[src/rtl/fp32_pkg.sv]
// Shared FP32 field definitions and helpers for the butterfly datapath.
// This FP32 format has no NaN, Inf or denormals. A value is zero exactly when its exponent is 0.
package fp32_pkg;

  localparam int unsigned FP32_EXP_W = 8;
  localparam int unsigned FP32_MAN_W = 23;
  localparam int unsigned FP32_BIAS  = 127;

  localparam logic [31:0] FP32_ZERO = 32'h0000_0000;
  localparam logic [31:0] FP32_MAX  = 32'h7F7F_FFFF;

  function automatic logic fp32_sign(input logic [31:0] x);
    return x[31];
  endfunction

  function automatic logic [FP32_EXP_W-1:0] fp32_exp(input logic [31:0] x);
    return x[30:23];
  endfunction

  function automatic logic [FP32_MAN_W-1:0] fp32_man(input logic [31:0] x);
    return x[22:0];
  endfunction

  // The mantissa is ignored, so -0 and any exp==0 pattern count as zero.
  function automatic logic fp32_is_zero(input logic [31:0] x);
    return (x[30:23] == '0);
  endfunction

endpackage

[src/rtl/lzc24.sv]
// Combinational 24-bit leading-zero counter. An all-zero input returns 24.
module lzc24 (
  input  logic [23:0] value,
  output logic [4:0]  count
);

  // Scan upward so that the most significant set bit is the one that sets the count.
  always_comb begin
    count = 5'd24;
    for (int unsigned i = 0; i < 24; i++) begin
      if (value[i]) count = 5'(23 - i);
    end
  end

endmodule

[src/rtl/fp_addsub_pipe.sv]
// 3-stage truncating FP32 adder/subtractor for the butterfly datapath.
// The stages are S1 align, S2 add and S3 normalize/pack. All stages advance together.
module fp_addsub_pipe
  import fp32_pkg::*;
#(
  parameter int unsigned TAG_W   = 4,
  parameter bit          OVF_SAT = 1'b1
) (
  input  logic             clk,
  input  logic             rst,
  input  logic             in_valid,
  output logic             in_ready,
  input  logic [31:0]      a,
  input  logic [31:0]      b,
  input  logic             sub,
  input  logic [TAG_W-1:0] in_tag,
  output logic             out_valid,
  input  logic             out_ready,
  output logic [31:0]      result,
  output logic [TAG_W-1:0] out_tag
);

  logic adv;
  assign adv      = !out_valid | out_ready;
  assign in_ready = adv;

  // ---------------- S1: zero bypass, operand swap, alignment ----------------
  logic [31:0] b_eff, l_op, s_op, byp_val_c;
  logic        a_zero, b_zero, a_is_l;
  logic [7:0]  d;
  logic [23:0] ms_full, ms_shift;

  // Pick the larger magnitude, then right-shift the smaller one into alignment (truncating).
  always_comb begin
    b_eff     = {b[31] ^ sub, b[30:0]};
    a_zero    = fp32_is_zero(a);
    b_zero    = fp32_is_zero(b);
    a_is_l    = (a[30:0] >= b[30:0]);
    l_op      = a_is_l ? a : b_eff;
    s_op      = a_is_l ? b_eff : a;
    d         = fp32_exp(l_op) - fp32_exp(s_op);
    ms_full   = {1'b1, fp32_man(s_op)};
    ms_shift  = (d >= 8'd24) ? 24'd0 : (ms_full >> d);
    byp_val_c = (a_zero && b_zero) ? FP32_ZERO : (a_zero ? b_eff : a);
  end

  logic             s1_valid, s1_sign, s1_op, s1_byp;
  logic [7:0]       s1_exp;
  logic [23:0]      s1_ml, s1_ms;
  logic [31:0]      s1_byp_val;
  logic [TAG_W-1:0] s1_tag;

  // S1 valid bit. It is cleared by reset so that in-flight data is dropped.
  always_ff @(posedge clk or posedge rst) begin
    if (rst)      s1_valid <= 1'b0;
    else if (adv) s1_valid <= in_valid;
  end

  // S1 data registers. These are not reset.
  always_ff @(posedge clk) begin
    if (adv) begin
      s1_sign    <= fp32_sign(l_op);
      s1_op      <= fp32_sign(l_op) ^ fp32_sign(s_op);
      s1_exp     <= fp32_exp(l_op);
      s1_ml      <= {1'b1, fp32_man(l_op)};
      s1_ms      <= ms_shift;
      s1_byp     <= a_zero | b_zero;
      s1_byp_val <= byp_val_c;
      s1_tag     <= in_tag;
    end
  end

  // ---------------- S2: magnitude add/subtract ----------------
  logic             s2_valid, s2_sign, s2_byp;
  logic [7:0]       s2_exp;
  logic [24:0]      s2_m;
  logic [31:0]      s2_byp_val;
  logic [TAG_W-1:0] s2_tag;

  // S2 valid bit.
  always_ff @(posedge clk or posedge rst) begin
    if (rst)      s2_valid <= 1'b0;
    else if (adv) s2_valid <= s1_valid;
  end

  // S2 data registers. L >= S in magnitude, so the difference is never negative.
  always_ff @(posedge clk) begin
    if (adv) begin
      s2_m       <= s1_op ? ({1'b0, s1_ml} - {1'b0, s1_ms}) : ({1'b0, s1_ml} + {1'b0, s1_ms});
      s2_sign    <= s1_sign;
      s2_exp     <= s1_exp;
      s2_byp     <= s1_byp;
      s2_byp_val <= s1_byp_val;
      s2_tag     <= s1_tag;
    end
  end

  // ---------------- S3: normalize and pack ----------------
  logic [4:0]        lz;
  logic [22:0]       man_lz, man_n;
  logic signed [9:0] exp_n;
  logic [31:0]       res_c;

  lzc24 u_lzc (
    .value (s2_m[23:0]),
    .count (lz)
  );

  assign man_lz = 23'(s2_m[23:0] << lz);

  // Renormalize, then flush results with exponent <= 0 and saturate or wrap those with exponent >= 255.
  always_comb begin
    if (s2_m[24]) begin
      man_n = s2_m[23:1];
      exp_n = $signed({2'b00, s2_exp}) + 10'sd1;
    end else begin
      man_n = man_lz;
      exp_n = $signed({2'b00, s2_exp}) - $signed({5'b00000, lz});
    end
    if (s2_byp)                res_c = s2_byp_val;
    else if (s2_m == '0)       res_c = FP32_ZERO;
    else if (exp_n <= 10'sd0)  res_c = FP32_ZERO;
    else if (exp_n >= 10'sd255 && OVF_SAT) res_c = {s2_sign, FP32_MAX[30:0]};
    else                       res_c = {s2_sign, exp_n[7:0], man_n};
  end

  // Output register. It holds result and tag while the consumer stalls.
  always_ff @(posedge clk or posedge rst) begin
    if (rst) begin
      out_valid <= 1'b0;
      result    <= FP32_ZERO;
      out_tag   <= '0;
    end else if (adv) begin
      out_valid <= s2_valid;
      result    <= res_c;
      out_tag   <= s2_tag;
    end
  end

endmodule

[config.mk]
export PLATFORM = sky130hd
export DESIGN_NAME = fp_addsub_pipe
export DESIGN_NICKNAME = d
export VERILOG_FILES = /design/src/rtl/fp32_pkg.sv /design/src/rtl/lzc24.sv /design/src/rtl/fp_addsub_pipe.sv
export SDC_FILE = /design/constraint.sdc
export NUM_CORES = 1
export LEC_CHECK = 0
export ABC_AREA = 1
export CORE_AREA = 2 2 204 206
export CTS_CLUSTER_DIAMETER = 40
export CTS_CLUSTER_SIZE = 28
export DETAILED_ROUTE_END_ITERATION = 7
export DIE_AREA = 0 0 206 208
export SETUP_SLACK_MARGIN = 0.1
export SYNTH_ARGS = -nofsm -noshare
export SYNTH_HDL_FRONTEND = slang
export SYNTH_HIERARCHICAL = 1
export SYNTH_SLANG_ARGS = --single-unit
[constraint.sdc]
create_clock -name clk -period 15.6 [get_ports clk]
set_input_delay 3.12 -clock clk [delete_from_list [all_inputs] [get_ports clk]]
set_output_delay 3.12 -clock clk [all_outputs]
set_load 0.005 [all_outputs]
# Word level (Yosys, flattened, before mapping)
# Cells that the tools add are included.
# op_classes
reduce_logical	5
div	0
mul	0
add_sub_neg	5
order_cmp	4
shifts	2
muxes	34
bitwise_logic	4
eq_ne	0
# ops
cell	n
32-bit 2-to-1 mux	6
5-bit 2-to-1 mux	16
4-bit 2-to-1 mux	8
31-bit greater-or-equal comparator	1
31-bit 2-to-1 mux	1
24-bit by 24-bit adder with 25-bit output	1
25-bit logical NOT	1
25-bit 2-to-1 mux	1
24-bit by 24-bit subtractor with 25-bit output	1
24-bit by 5-bit << shifter with 23-bit output	1
24-bit by 8-bit right shift with 24-bit output	1
23-bit 2-to-1 mux	1
8-bit logical NOT	2
10-bit by 9-bit greater-or-equal comparator with 1-bit output (second input constant)	1
10-bit by 1-bit <= comparator with 1-bit output (second input constant)	1
10-bit 2-to-1 mux	1
8-bit by 1-bit adder with 9-bit output (second input constant)	1
8-bit by 5-bit subtractor with 9-bit output	1
8-bit by 5-bit greater-or-equal comparator with 1-bit output (second input constant)	1
8-bit subtractor	1
1-bit OR	2
1-bit bitwise XOR	2
1-bit logical AND	1
1-bit logical NOT	1
# totals
input_bits	73
latch_bits	0
elab_cells	73
ram_bits	0
memories	0
mem_bits_ro	0
regBits	204

# Longest topological paths before layout
# depth
ltp_word	31
depth_mapped	38
ltp_nobuf	37

# By module
# The synthesis kept the hierarchy.
# modules_own_cells
mod	area_each_um2	seq_area_each_um2	cells_each	n_inst
fp_addsub_pipe	13720.7	5930.7	1705	1
lzc24	314.1	0.0	74	1

# Worst setup path before layout
# No wires, ideal clock.
# synth_timing
path_type	in2out
from	in out_ready
to	out in_ready
required_time_ps	12480
arrival_time_ps	8062
path_slack_ps	4418
path_stages	3
path_cell_list	nor2_1 inv_1 clkbuf_1
# synth_via
elab_chain_len	1
# synth_rtl
item	line	rtl
from (decl)	fp_addsub_pipe.sv:18	input logic out_ready,
1-bit OR	fp_addsub_pipe.sv:24	assign adv = !out_valid | out_ready;
to (decl)	fp_addsub_pipe.sv:12	output logic in_ready,
# No other way between the ends.

# Worst setup path in the final report
# Ends and elaborated chain as after synthesis.

==> impl_results.md <==
* Status: finished clean
* Sequential-to-total area share from yosys stat at 42.3%
* Post-route ant nets at 0
* Port bufs at 110
* GRT Total Usage at 20.1%
* Setup Skew at 0.0234 ns
* Placed Cells at 2353
* Syn Area/Cell at 7.89 µm²
* Routed WL per cell at 18.2 µm
* P&R area growth vs syn at 17.8%
* Global-route wire length before repair at 67300 µm
* DRT Pass-1 Iters at 7
* Yosys reg bits at 204
* Fin nets at 1988
* CTS root buf: clkbuf_16
* CTS Hold Bufs at 0
* Slew margin rel. at 21.6%
* Io pins at 111
* Worst-Margin Slew at 1.17 ns
* DRT iter0 DRCs at 1153
* Tcrit/Tclk final at 52.6%
* Critical path endpoint category: primary output
* Post-synth top flop: edfxtp_1
* Core area at 40600 µm²
* CP max FO at 63
* RSZ-0062 raised after global routing: no
* Pin count of the biggest net entering global routing at 97
* Most frequent cell after synthesis: nand2_1
* Clock Path Buffers at 3
* Worst IR drop on VDD at 0.000105 V
* Reg2reg setup slack at 9.84 ns
* Synth top area share at 35.3%
* Syn. warnings at 6
* Worst-Skew Late Latency at 0.55 ns
* Die area at 42800 µm²
* Setup bufs post-CTS at 0
* Area of the mapped netlist at 14000 µm²
* DP Worst Slack at 6.96 ns
* Post-synth EDFFs at 165
* Routed vias at 12669
* CTS resizes at 0
* CTS Buf Count at 28
* Top cells by count, synth: nand2_1, inv_1, edfxtp_1
* Fin area at 16500 µm²
* Syn nets at 1916
* Number of global-route vias before repair at 11697
* Post-route DRC at 0
* Cells after Synth at 1779
* Row Count at 74
* Asr flop ratio synth at 19.1%
* Synth area leaders: edfxtp_1, nand2_1, dfrtp_1
* Total grt overflow at 0
* Clock-pin slew on the worst setup and hold paths at 0.06 ns
* Worst path arrival time at 5.08 ns
* Hold WC Path Type: register to register
* Final min period at 8.20 ns
* FF+latch area at 5930 µm²
* Worst EP required at 12.48 ns
* Final hold vios at 0
* Worst Slack Setup Final at 7.40 ns
* Initial Util at 34.6%
* Total Routed Length at 43900 µm
* CP Class: primary input to primary output
* Startpoint Class: primary input
* Setup violations, final at 0
* Design Power at 3.08 mW
* Post-DP Area at 15600 µm²
* PD cells at 187 nW/µm²
* Max Freq at 122 MHz
* Initial antenna violation count at 2
* Layout cell share with drive strength beyond 1 at 6.03%
* Vias per cell at 5.27
* Number of fill cells in the layout at 4090
* Clock sink total at 204
* Max-slew violation count at 0
* HPWL after DPL at 33500 µm
* Maxcap violations at 0
* Synth unique cells at 56
* LEAKAGE at 7.24 nW
* Multi-input logic area at 6990 µm²
* Global placement routability congestion at 0.980
* TritonCTS clock tree: yes
* Die Span Y at 208 µm
* Synth area leader: edfxtp_1
* Fin cells at 2406
* Die W at 206 µm
* Setup TNS Final at 0 ns
* H-tree levels at 1
[placed cells by master, fill, tap and decap left out, drive strengths merged, types with 4 or more instances in the layout]
cell	synthesis	layout
nor2	104	104
clkdlybuf4s50	0	110
a21oi	119	119
nand4	49	49
xor2	42	42
clkinv	7	13
buf	27	15
o211ai	10	10
nand2	451	451
nor4	13	13
edfxtp	165	165
nand3	140	140
o311ai	4	4
o21ai	164	164
clkinvlp	0	7
clkbuf	56	29
a31oi	11	11
a22oi	31	31
ha	62	62
or2	5	5
nor3	22	22
inv	196	205
xnor2	12	12
dfrtp	39	39
a221oi	4	4
mux2i	11	11
[worst max-delay path: stages]
cell	delay, ns
clkdlybuf4s50_1	0.45
nor2_4	0.11
buf_4	0.49
inv_6	0.28
clkdlybuf4s50_1	0.58
[power breakdown]
group | internal, mW | leakage, nW | total [mW] | switching [mW]
clock network | 0.362 | 0.445 | 0.631 | 0.269
registers | 0.819 | 2.17 | 0.965 | 0.145
logic | 0.540 | 4.62 | 1.49 | 0.948
total | 1.72 | 7.24 | 3.08 | 1.36
[cell type report]
class                           count  share of cell area (%)
Tap cell                          532                    4.03
Antenna cell                        1                  0.0151
Inverter                          203                    4.66
Clock inverter                     23                    1.54
Clock buffer                       29                    4.26
Multi-Input combinational cell   1289                    42.3
Sequential cell                   204                    35.9
Timing Repair Buffer              125                    7.34
[flip-flops by register name, summed over array words and instances, names as in the netlist]
name	cells
out_tag	4
out_valid	1
result	32
s1_byp	1
s1_byp_val	32
s1_exp	8
s1_ml	23
s1_ms	24
s1_op	1
s1_sign	1
s1_tag	4
s1_valid	1
s2_byp	1
s2_byp_val	32
s2_exp	8
s2_m	25
s2_sign	1
s2_tag	4
s2_valid	1
[layer usage]
metal / GRT usage [%] / vias up / routed length, µm
met5: 0 / - / 0
met4: 5.44 / 0 / 1160
met3: 1.86 / 67 / 2690
met2: 32.0 / 466 / 19900
met1: 29.1 / 5871 / 20200
li1: - / 6265 / -
[through the flow]
| step | utilization, % | hold WS, ns |
|---|---|---|
| 6_report | 40.8 | 0.411 |
| 5_1_grt | 40.8 | 0.416 |
| 4_1_cts | 40.8 | 0.411 |
| 3_5_place_dp | 38.4 | 0.405 |
| 3_3_place_gp | 38.4 | 0.402 |
| 2_1_floorplan | - | 0.400 |
[cell families after synthesis]
kind of cell / after synthesis / synth area share, %
simple gates: 788 / 24.5
compound gates: 372 / 15.0
flops: 204 / 42.3
fa+ha+maj: 64 / 5.81
xor+xnor: 54 / 3.56
buf+inv: 286 / 8.06
mux: 11 / 0.785
[path summary, 6_finish.rpt]
kind | from | endpoint | depth (start not counted)
max | out_ready | in_ready | 5
min | s1_byp_val[24]$_SDFFCE_PP0P_ | s2_byp_val[24]$_DFFE_PP_ | 0
max reg2reg | s2_m[4]$_DFFE_PP_ | result[21]$_DFFE_PP0P_ | 17
min reg2reg | s1_byp_val[24]$_SDFFCE_PP0P_ | s2_byp_val[24]$_DFFE_PP_ | 0
max in group asynchronous | rst | result[26]$_DFFE_PP0P_ | 3
min in group asynchronous | rst | result[24]$_DFFE_PP0P_ | 3
(Power assumes the default switching activity.)
